$ cat config.mk
export PLATFORM = sky130hd
export DESIGN_NAME = module_multiword_adder_ctrl
export DESIGN_NICKNAME = d
export VERILOG_FILES = /design/src/rtl/module_multiword_adder_ctrl.sv
export SDC_FILE = /design/constraint.sdc
export NUM_CORES = 1
export LEC_CHECK = 0
export CAP_MARGIN = 10
export CORE_MARGIN = 10
export CORE_UTILIZATION = 34
export DETAILED_ROUTE_END_ITERATION = 8
export GPL_ROUTABILITY_DRIVEN = 0
export HOLD_SLACK_MARGIN = 0.03
export PLACE_DENSITY = 0.58
export SLEW_MARGIN = 30
export SYNTH_ARGS = -nofsm -noshare
export SYNTH_HDL_FRONTEND = slang
export SYNTH_SLANG_ARGS = --single-unit
$ cat constraint.sdc
create_clock -name clk_i -period 10.5 [get_ports clk_i]
set_input_delay 1.05 -clock clk_i [delete_from_list [all_inputs] [get_ports clk_i]]
set_output_delay 1.05 -clock clk_i [all_outputs]
set_load 0.02 [all_outputs]
$ cat src/rtl/module_multiword_adder_ctrl.sv
// Word-serial wide add/subtract controller built around one ripple carry adder.
// Processes one RCAWIDE-bit word per cycle, LSW first, with a registered inter-word carry.

module module_ripple_carry_adder #(
   parameter int RCAWIDE = 16
) (
   input  logic [RCAWIDE-1:0] a_i,
   input  logic [RCAWIDE-1:0] b_i,
   input  logic               carry_i,
   output logic [RCAWIDE-1:0] sum_o,
   output logic               carry_o
);

   always_comb begin
      logic c;
      c = carry_i;
      sum_o = '0;
      for (int i = 0; i < RCAWIDE; i++) begin
         sum_o[i] = a_i[i] ^ b_i[i] ^ c;
         c = (a_i[i] & b_i[i]) | (c & (a_i[i] ^ b_i[i]));
      end
      carry_o = c;
   end

endmodule

module module_multiword_adder_ctrl #(
   parameter int RCAWIDE = 16,
   parameter int WORDS   = 4
) (
   input  logic                     clk_i,
   input  logic                     rst_i,
   input  logic                     valid_i,
   output logic                     ready_o,
   input  logic                     sub_i,
   input  logic [RCAWIDE*WORDS-1:0] a_i,
   input  logic [RCAWIDE*WORDS-1:0] b_i,
   input  logic                     carry_i,
   output logic                     valid_o,
   input  logic                     ready_i,
   output logic [RCAWIDE*WORDS-1:0] sum_o,
   output logic                     carry_o,
   output logic                     overflow_o
);

   localparam int W  = RCAWIDE * WORDS;
   localparam int CW = (WORDS > 1) ? $clog2(WORDS) : 1;

   typedef enum logic [1:0] {
      IDLE,
      RUN,
      DONE
   } state_t;

   state_t state_q, state_d;

   logic [WORDS-1:0][RCAWIDE-1:0] a_q, b_q, sum_q;
   logic [CW-1:0]                 cnt_q;
   logic                          cy_q;
   logic                          carry_q;
   logic                          ovf_q;
   logic                          last;
   logic [RCAWIDE-1:0]            rca_sum;
   logic                          rca_co;

   assign last = (cnt_q == CW'(WORDS - 1));

   module_ripple_carry_adder #(
      .RCAWIDE(RCAWIDE)
   ) u_rca (
      .a_i    (a_q[cnt_q]),
      .b_i    (b_q[cnt_q]),
      .carry_i(cy_q),
      .sum_o  (rca_sum),
      .carry_o(rca_co)
   );

   always_ff @(posedge clk_i) begin
      if (rst_i) state_q <= IDLE;
      else       state_q <= state_d;
   end

   always_comb begin
      state_d = state_q;
      unique case (state_q)
         IDLE:    if (valid_i) state_d = RUN;
         RUN:     if (last)    state_d = DONE;
         DONE:    if (ready_i) state_d = IDLE;
         default: state_d = IDLE;
      endcase
   end

   // b is stored pre-inverted for subtract so RUN never needs to know the op
   always_ff @(posedge clk_i) begin
      if (rst_i) begin
         a_q     <= '0;
         b_q     <= '0;
         sum_q   <= '0;
         cnt_q   <= '0;
         cy_q    <= 1'b0;
         carry_q <= 1'b0;
         ovf_q   <= 1'b0;
      end else begin
         unique case (state_q)
            IDLE: begin
               if (valid_i) begin
                  a_q   <= a_i;
                  b_q   <= sub_i ? ~b_i : b_i;
                  cy_q  <= sub_i | carry_i;
                  cnt_q <= '0;
               end
            end
            RUN: begin
               sum_q[cnt_q] <= rca_sum;
               cy_q         <= rca_co;
               if (last) begin
                  carry_q <= rca_co;
                  ovf_q   <= (a_q[WORDS-1][RCAWIDE-1] == b_q[WORDS-1][RCAWIDE-1])
                          && (rca_sum[RCAWIDE-1] != a_q[WORDS-1][RCAWIDE-1]);
               end else begin
                  cnt_q <= cnt_q + 1'b1;
               end
            end
            default: ;
         endcase
      end
   end

   assign ready_o    = (state_q == IDLE);
   assign valid_o    = (state_q == DONE);
   assign sum_o      = W'(sum_q);
   assign carry_o    = carry_q;
   assign overflow_o = ovf_q;

endmodule
# --- After elaboration in Yosys (flattened, before gate mapping) ---
# Index checks and enable logic that the tools add are counted.
totals:
  register_bits: 199
  latch_bits: 0
  ram_bits: 0
  rom_bits: 0
  inputBits: 134
  out_inout_bits: 68
  elab_cells: 137
  n_memories: 0
classes:
  n_addsub: 1
  mul: 0
  div_mod_pow: 0
  magnitude_cmp: 2
  n_eq_ne: 9
  n_shift: 0
  muxes: 17
  bitwise_logic: 82
  n_reduce_logical: 9
ops:
  columns: ["cell", "count"]
  rows:
  - ["16-bit binary-select mux with 2-bit select", 2]
  - ["64-bit bitwise mux", 1]
  - ["64-bit 2-to-1 mux", 1]
  - ["64-bit inverter", 1]
  - ["16-bit 2-to-1 mux", 3]
  - ["1-bit bitwise AND", 32]
  - ["16-bit demux with 2-bit select", 1]
  - ["1-bit XOR", 32]
  - ["1-bit OR", 17]
  - ["2-bit 2-to-1 mux", 5]
  - ["2-bit inequality test, second input constant", 3]
  - ["2-bit case mux with 3 select lines", 1]
  - ["2-bit AND reduction", 3]
  - ["3-bit AND reduction", 2]
  - ["2-bit equality test, second input constant", 2]
  - ["2-bit case mux with 2 select lines", 1]
  - ["2-bit by 3-bit < comparator with 1-bit output, second input constant", 1]
  - ["2-bit by 1-bit adder with 2-bit output, second input constant", 1]
  - ["2-bit by 1-bit equality test with 1-bit output, second input constant", 1]
  - ["2-bit by 1-bit >= comparator with 1-bit output, second input constant", 1]
  - ["1-bit logical AND", 2]
  - ["2-bit zero test", 1]
  - ["2-bit by 1-bit inequality test with 1-bit output, second input constant", 1]
  - ["1-bit case mux with 2 select lines", 1]
  - ["4 further kinds", 4]

# --- Logic depth before layout (Yosys ltp) ---
# Gate-level depths: netlist of run 1.
depth:
  word_depth: 36
  depth_mapped: 24
  depth_no_buf: 22

# --- Hierarchy ---
# Synthesis of run 1 repeated with hierarchy kept, for this count alone.
unflattened:
  hier_cells: 953
  hier_area_um2: 8654.6
by_module_without_submodules:
  columns: ["module", "n_inst", "cells_each", "area_per_inst_um2", "seq_area_each_um2"]
  rows:
  - ["module_multiword_adder_ctrl", 1, 927, 8296.7, 3983.8]
  - ["module_ripple_carry_adder", 1, 26, 357.8, 0.0]

# --- Least setup slack after synthesis of run 1 ---
# No wires, ideal clock.
synth_timing:
  path_type: "flip-flop to flip-flop"
  startpoint: "register cnt_q[0]"
  endpoint: "register ovf_q (netlist: overflow_o)"
  setup_ps: 91
  arrival_ps: 7878
  required_time_ps: 10409
  setup_slack_ps: 2531
  path_stages_with_launch: 25
  n_path_buf: 2
  period_less_slack_ps: 7969
  path_cell_list: "dfxtp_1 buf_4 buf_4 mux4_2 fa_1 fa_1 fa_1 fa_1 fa_1 fa_1 fa_1 fa_1 fa_1 fa_1 fa_1 fa_1 fa_1 inv_1 fa_1 inv_1 fa_1 inv_1 fa_1 or3_1 a311oi_1"
synth_via:
  elab_chain_cells: 36
  elab_cells_between_ends: 70
  classes_between: "eq/ne: 2; mux: 4; bitwise: 62; reduce/logical: 2"
synth_rtl:
  columns: ["item", "line", "text"]
  rows:
  - ["start: declaration", "58", "logic [CW-1:0] cnt_q;"]
  - ["start signal: assignment", "121", "cnt_q <= cnt_q + 1'b1;"]
  - ["16-bit binary-select mux with 2-bit select (on tied branches)", "71, 72", null]
  - ["16-bit 2-to-1 mux (on tied branches)", "71, 72", null]
  - ["1-bit XOR", "20", "c = (a_i[i] & b_i[i]) | (c & (a_i[i] ^ b_i[i]));"]
  - ["1-bit bitwise AND", "20", null]
  - ["1-bit OR", "20", null]
  - ["1-bit bitwise AND", "20", null]
  - ["1-bit OR", "20", null]
  - ["1-bit bitwise AND", "20", null]
  - ["[... 20 more ...]", null, null]
  - ["1-bit OR", "20", null]
  - ["1-bit bitwise AND", "20", null]
  - ["1-bit OR", "20", null]
  - ["1-bit bitwise AND", "20", null]
  - ["1-bit OR", "20", null]
  - ["1-bit XOR", "19", "sum_o[i] = a_i[i] ^ b_i[i] ^ c;"]
  - ["1-bit inequality test", "119", "&& (rca_sum[RCAWIDE-1] != a_q[WORDS-1][RCAWIDE-1]);"]
  - ["1-bit logical AND", "119", null]
  - ["end signal: assignment", "118", "ovf_q <= (a_q[WORDS-1][RCAWIDE-1] == b_q[WORDS-1][RCAWIDE-1])"]
  - ["end: declaration", "61", "logic ovf_q;"]
# Several ways; a longest one is shown, not always the timed one. The select of a mux whose other input is x is not followed.
# A chain may end at the register's enable or synchronous reset.

# --- Worst setup path after layout of run 1 ---
# Ends and elaborated chain as after synthesis.

==> results of run 1 <==
-- cell usage in the layout, fill, tap and decap left out, types with 2 or more instances in the layout --
cell             instances
clkinvlp_4               3
a21oi_1                121
clkbuf_8                 3
clkbuf_16               17
inv_1                   11
dfxtp_1                197
clkdlybuf4s50_1        199
nand2b_1                 2
a211oi_1                71
xnor2_1                 64
or3_1                    2
nand2_1                241
clkinv_4                 2
fa_1                    16
dfxtp_2                  2
nand3b_1                 4
inv_8                    2
buf_4                    4
nor2_1                  76
and3b_1                  3
a211oi_2                 2
inv_6                    4
mux4_2                  32
ha_1                     4
bufinv_16                2
-- cell type report --
cell class                      instances  area share [%]
Clock buffer                           19            4.00
Clock inverter                         13            1.39
Inverter                               11           0.365
Multi-Input combinational cell        652            37.2
Sequential cell                       199            35.2
Tap cell                              330            3.65
Timing Repair Buffer                  206            18.3
-- power by group through the flow --
stage | registers, mW | clock network (mW) | logic [mW]
final | 0.829 | 0.682 | 0.298
after global routing | 0.834 | 0.728 | 0.327
after global placement | 0.846 | 0 | 0.300
after floorplan | 0.842 | 0 | 0.176
after detailed placement | 0.847 | 0 | 0.301
after CTS | 0.829 | 0.695 | 0.302
-- path summary, 6_finish.rpt --
path | from | end | slack [ns] | cells after the start
hold reg to reg | a_q[50] | a_q[50] | 0.45 | 2
setup reg to reg | cnt_q[0] | overflow_o | 1.98 | 22
setup / recovery | cnt_q[0] | overflow_o | 1.98 | 22
hold / removal | a_q[50] | a_q[50] | 0.45 | 2
-- registers in the layout (all words and copies together) (netlist names) --
name,count
a_q,64
cnt_q,2
sum_o,64
carry_o,1
cy_q,1
b_q,64
overflow_o,1
state_q,2
-- worst max-delay path, cell delays in order (launching register included) --
cell	delay, ns
dfxtp_2	0.62
buf_4	0.48
mux4_2	0.58
fa_1	0.45
fa_1	0.41
fa_1	0.40
fa_1	0.39
fa_1	0.41
fa_1	0.40
fa_1	0.42
fa_1	0.42
fa_1	0.41
fa_1	0.39
fa_1	0.39
fa_1	0.37
inv_1	0.08
fa_1	0.15
inv_1	0.05
fa_1	0.35
inv_1	0.08
fa_1	0.51
or3_1	0.35
a311oi_1	0.28
-- metal layers --
metal | vias to the layer above | routed length [um] | global-route usage (%) | share of wire [%]
met4 | 2 | 255 | 3.93 | 1.0
met5 | - | 11 | 0 | 0.043
li1 | 3471 | - | - | -
met2 | 162 | 11900 | 25.1 | 47
met3 | 15 | 1640 | 4.11 | 6.4
met1 | 3207 | 11700 | 20.6 | 46
-- logic make-up (layout without fill, tap and decap cells) --
group / Yosys count / in the layout / share of synthesized area, %
compound gates: 200 / 200 / 14.1
xor+xnor: 64 / 64 / 6.51
fa+ha+maj: 20 / 20 / 4.30
buf+inv: 90 / 249 / 5.00
flops: 199 / 199 / 46.2
mux: 33 / 33 / 8.48
simple gates: 335 / 335 / 15.4
==> results.txt, run 1 <==
Fmax: 0.117 GHz
#FFs+latches synth: 199
Critical path peak fanout: 22
Arr. time, crit path: 8.84 ns
Required @ worst endpoint: 10.82 ns
Row cnt: 58
Hold_ws: 0.454 ns
Synth Net Count: 1095
Drt drc: 0
Synth Warn #: 0
Pleak: 3.87 nW
Share of the synthesized area in the top cell type: 46.2%
Vias in the first global route: 6841
Cell with the most instances after synthesis: nand2_1
Clock power share: 37.7%
Leading area contributor after synthesis: dfxtp_1
Final core utilization: 45.2%
Hold WC Path Type: reg -> reg
Vias post-DR: 6857
Cell count after placement: 1398
Root Buffer: clkbuf_16
Main synth FF type: dfxtp_1
GRT Util Overall: 15.7%
Die area: 0.0321 mm^2
# diodes: 0
Setup-failing EPs final: 0
Final std cells w/o fill: 1430
EDFF count, synth: 0
Initial antenna violation count: 1
Slew Viols, Final: 0
Int Pwr: 1.31 mW
Initial core utilization: 34.4%
Multi-input logic area: 0.00421 mm^2
Pwr dens: 160 mW/mm^2
Initial DRC count: 381
Slew margin rel.: 42.4%
Share of cells above drive strength 1: 7.09%
Hold_buf cts: 0
DRT Wirelength: 25400 um
PnR Total Power: 1.81 mW
Crit path launch type: flop
WL/cell: 17.8 um
Reg area: 0.00399 mm^2
Grt total ovfl: 0
Post-Synthesis Cell Area: 0.00862 mm^2
Status: complete, no violations
Final Hold Fails: 0
Ys async rst share: 0%
Switching part of the total power: 27.3%
Via/cell ratio: 4.80
Synth top cells by count: nand2_1, dfxtp_1, a21oi_1
CTS buffer count: 17
Fin area: 0.0113 mm^2
Cts repair resizes: 0
Post-route setup TNS: 0 ns
Worst-path clk slew: 0.07 ns
Top post-synthesis cells by area: dfxtp_1, nand2_1, mux4_2
Skew final: 0.0128 ns
Period utilisation layout: 81.1%
Nets@finish: 1241
Core region area: 0.0250 mm^2
Clock Tree Buf Depth: 2
Final Worst Setup Slack: 1.98 ns
Combinational share of power: 16.5%
Library cells used by synthesis: 32
Post-layout min period: 8.52 ns
Port Buffers: 201
Post-CTS Setup Inserts: 0
Routed Antenna Nets: 0
Peak supply drop: 0.0837 mV
Sequential area share after synthesis: 46.2%
Worst-Margin Slew: 0.865 ns
Top Ports: 202
Sequential power share: 45.8%
Worst skew pair latency: 0.43 ns
FILL cells: 2457
Drt pass-1 iters: 4
Critical path capture point type: flop
Synth Instances: 941
CTS tree: yes
Place WS: 1.94 ns
Number of max-cap violations: 0
Area Growth Syn to Fin: 31.5%
Die width: 179 um
Mean Syn Cell Area: 9.16 um^2
H-tree depth: 4
Post-place instance area: 0.0107 mm^2
Die H: 179 um
First-pass GRT wire length: 38800 um
Pin count of the biggest net entering global routing: 193
P_sw: 0.494 mW
Final HPWL DP: 18600 um
RSZ-0062 raised after global routing: false
Worst Setup Path Type: reg -> reg
Sink Count: 199
No activity file was read; power rests on OpenSTA's default activity.
==> run 2: changes to the inputs <==
Clock period 10.5 ns to 8.9 ns, I/O delays scaled along.
==> results.txt, run 2 (synthesis results as in run 1) <==
Row cnt: 58 (unchanged)
Skew final: 0.0151 ns (+0.00235 ns)
Flop2flop setup slack: 0.86 ns (-1.13 ns)
Root Buffer: clkbuf_16
Final std cells w/o fill: 1431 (+0.070%)
Arr. time, crit path: 8.39 ns (-0.45 ns)
# diodes: 0 (unchanged)
Die area: 0.0321 mm^2 (unchanged)
First-pass GRT wire length: 38900 um (about the same)
Pin count of the biggest net entering global routing: 193 (unchanged)
Drt pass-1 iters: 5 (+1)
Worst-path clk slew: 0.07 ns (about the same)
GRT Util Overall: 15.7% (+0.051 points)
Initial DRC count: 483 (+27%)
Worst Setup Path Type: reg -> reg
Required @ worst endpoint: 9.24 ns (-1.58 ns)
Hold WC Path Type: reg -> reg
Critical path peak fanout: 14 (-36%)
Post-route setup TNS: 0 ns (unchanged)
Port Buffers: 201 (unchanged)
Core region area: 0.0250 mm^2 (unchanged)
Commonest cells after routing, fill and taps aside: nand2_1, clkdlybuf4s50_1, dfxtp_1
WL/cell: 17.8 um (about the same)
Final core utilization: 45.0% (-0.19 points)
Pleak: 3.83 nW (-0.87%)
DRT Wirelength: 25500 um (+0.13%)
Share of cells above drive strength 1: 6.90% (-0.19 points)
Via/cell ratio: 4.78 (-0.36%)
Grt total ovfl: 0 (unchanged)
Final Worst Setup Slack: 0.856 ns (-1.13 ns)
Final Hold Fails: 0 (unchanged)
Nets@finish: 1242 (+0.081%)
Place WS: 0.848 ns (-1.09 ns)
Pwr dens: 184 mW/mm^2 (+15%)
Critical path capture point type: flop
Crit path launch type: flop
Die width: 179 um (unchanged)
Hold_buf cts: 0 (unchanged)
Cts repair resizes: 0 (unchanged)
Area Growth Syn to Fin: 30.9%
Vias in the first global route: 6701 (-2.0%)
CTS buffer count: 17 (unchanged)
Sink Count: 199 (unchanged)
Fmax: 0.124 GHz (+5.9%)
Routed Antenna Nets: 0 (unchanged)
RSZ-0062 raised after global routing: false
Top Ports: 202 (unchanged)
Drt drc: 0 (unchanged)
Cell count after placement: 1399 (+0.072%)
Initial antenna violation count: 0 (-1)
Post-CTS Setup Inserts: 0 (unchanged)
Setup-failing EPs final: 0 (unchanged)
Initial core utilization: 34.4% (unchanged)
Peak supply drop: 0.104 mV (+24%)
Status: complete, no violations
Slew margin rel.: 39.6% (-2.8 points)
Number of max-cap violations: 0 (unchanged)
H-tree depth: 4 (unchanged)
Post-layout min period: 8.04 ns (-0.474 ns)
Worst-Margin Slew: 0.906 ns (+0.0413 ns)
Vias post-DR: 6837 (-0.29%)
Hold_ws: 0.453 ns (-0.000813 ns)
Commonest non-fill, non-tap cell in the layout: nand2_1
Clock Tree Buf Depth: 2 (unchanged)
CTS tree: yes
Worst skew pair latency: 0.44 ns (about the same)
Period utilisation layout: 90.4% (+9.3 points)
Final HPWL DP: 18600 um (about the same)
Die H: 179 um (unchanged)
Slew Viols, Final: 0 (unchanged)
## run 2: changes by cell type in the layout (fill, tap and decap cells not counted), sizes merged
cell | previous run | this run
inv | 17 | 15
bufinv | 2 | 1
clkinvlp | 3 | 6
buf | 6 | 8
clkinv | 2 | 1
## run 2: report_power, final
| part | internal, mW | leakage (nW) | switching [mW] |
|---|---|---|---|
| sequential | 0.943 | 1.63 | 0.0312 |
| combinational | 0.170 | 1.95 | 0.187 |
| clock | 0.391 | 0.253 | 0.356 |
| total | 1.50 | 3.83 | 0.574 |
## run 2: path summary, 6_finish.rpt
check | startpoint | cells after the start | endpoint
setup / recovery | cnt_q[1] | 22 | overflow_o
hold / removal | a_q[33] | 2 | a_q[33]
setup reg to reg | cnt_q[1] | 22 | overflow_o
hold reg to reg | a_q[33] | 2 | a_q[33]
## run 2: final cells by class
cell class	instances	area (um^2)
tap	330	413
sequential	199	3990
timing repair buffer	207	2070
multi-input combinational	652	4210
inverter	11	41.3
clock buffer	20	437
clock inverter	12	120
fill	2503	13800
## run 2: per-stage QoR
step	power [mW]	instance area (um^2)
5_1_grt	2.17	11300
6_report	2.08	11300
2_1_floorplan	1.20	8620
3_5_place_dp	1.36	10700
4_1_cts	2.10	11300
3_3_place_gp	1.35	10700
## run 2: metal layers
metal  up-vias  global-route usage (%)  wire, um
met3        18                    3.35      1490
met2       176                    24.3     11700
met5         -                       0         0
li1       3485                       -         -
met4         0                    5.26       385
met1      3158                    21.3     11900
## run 2: critical path, stage by stage (launching register included)
cell	delay (ns)
dfxtp_2	0.56
mux4_2	0.38
fa_1	0.43
fa_1	0.39
fa_1	0.39
fa_1	0.39
fa_1	0.39
fa_1	0.39
fa_1	0.40
fa_1	0.42
fa_1	0.41
fa_1	0.40
fa_1	0.40
fa_1	0.40
fa_1	0.37
inv_1	0.07
fa_1	0.15
inv_1	0.05
fa_1	0.36
inv_1	0.08
fa_1	0.51
or3_1	0.34
a311oi_1	0.24
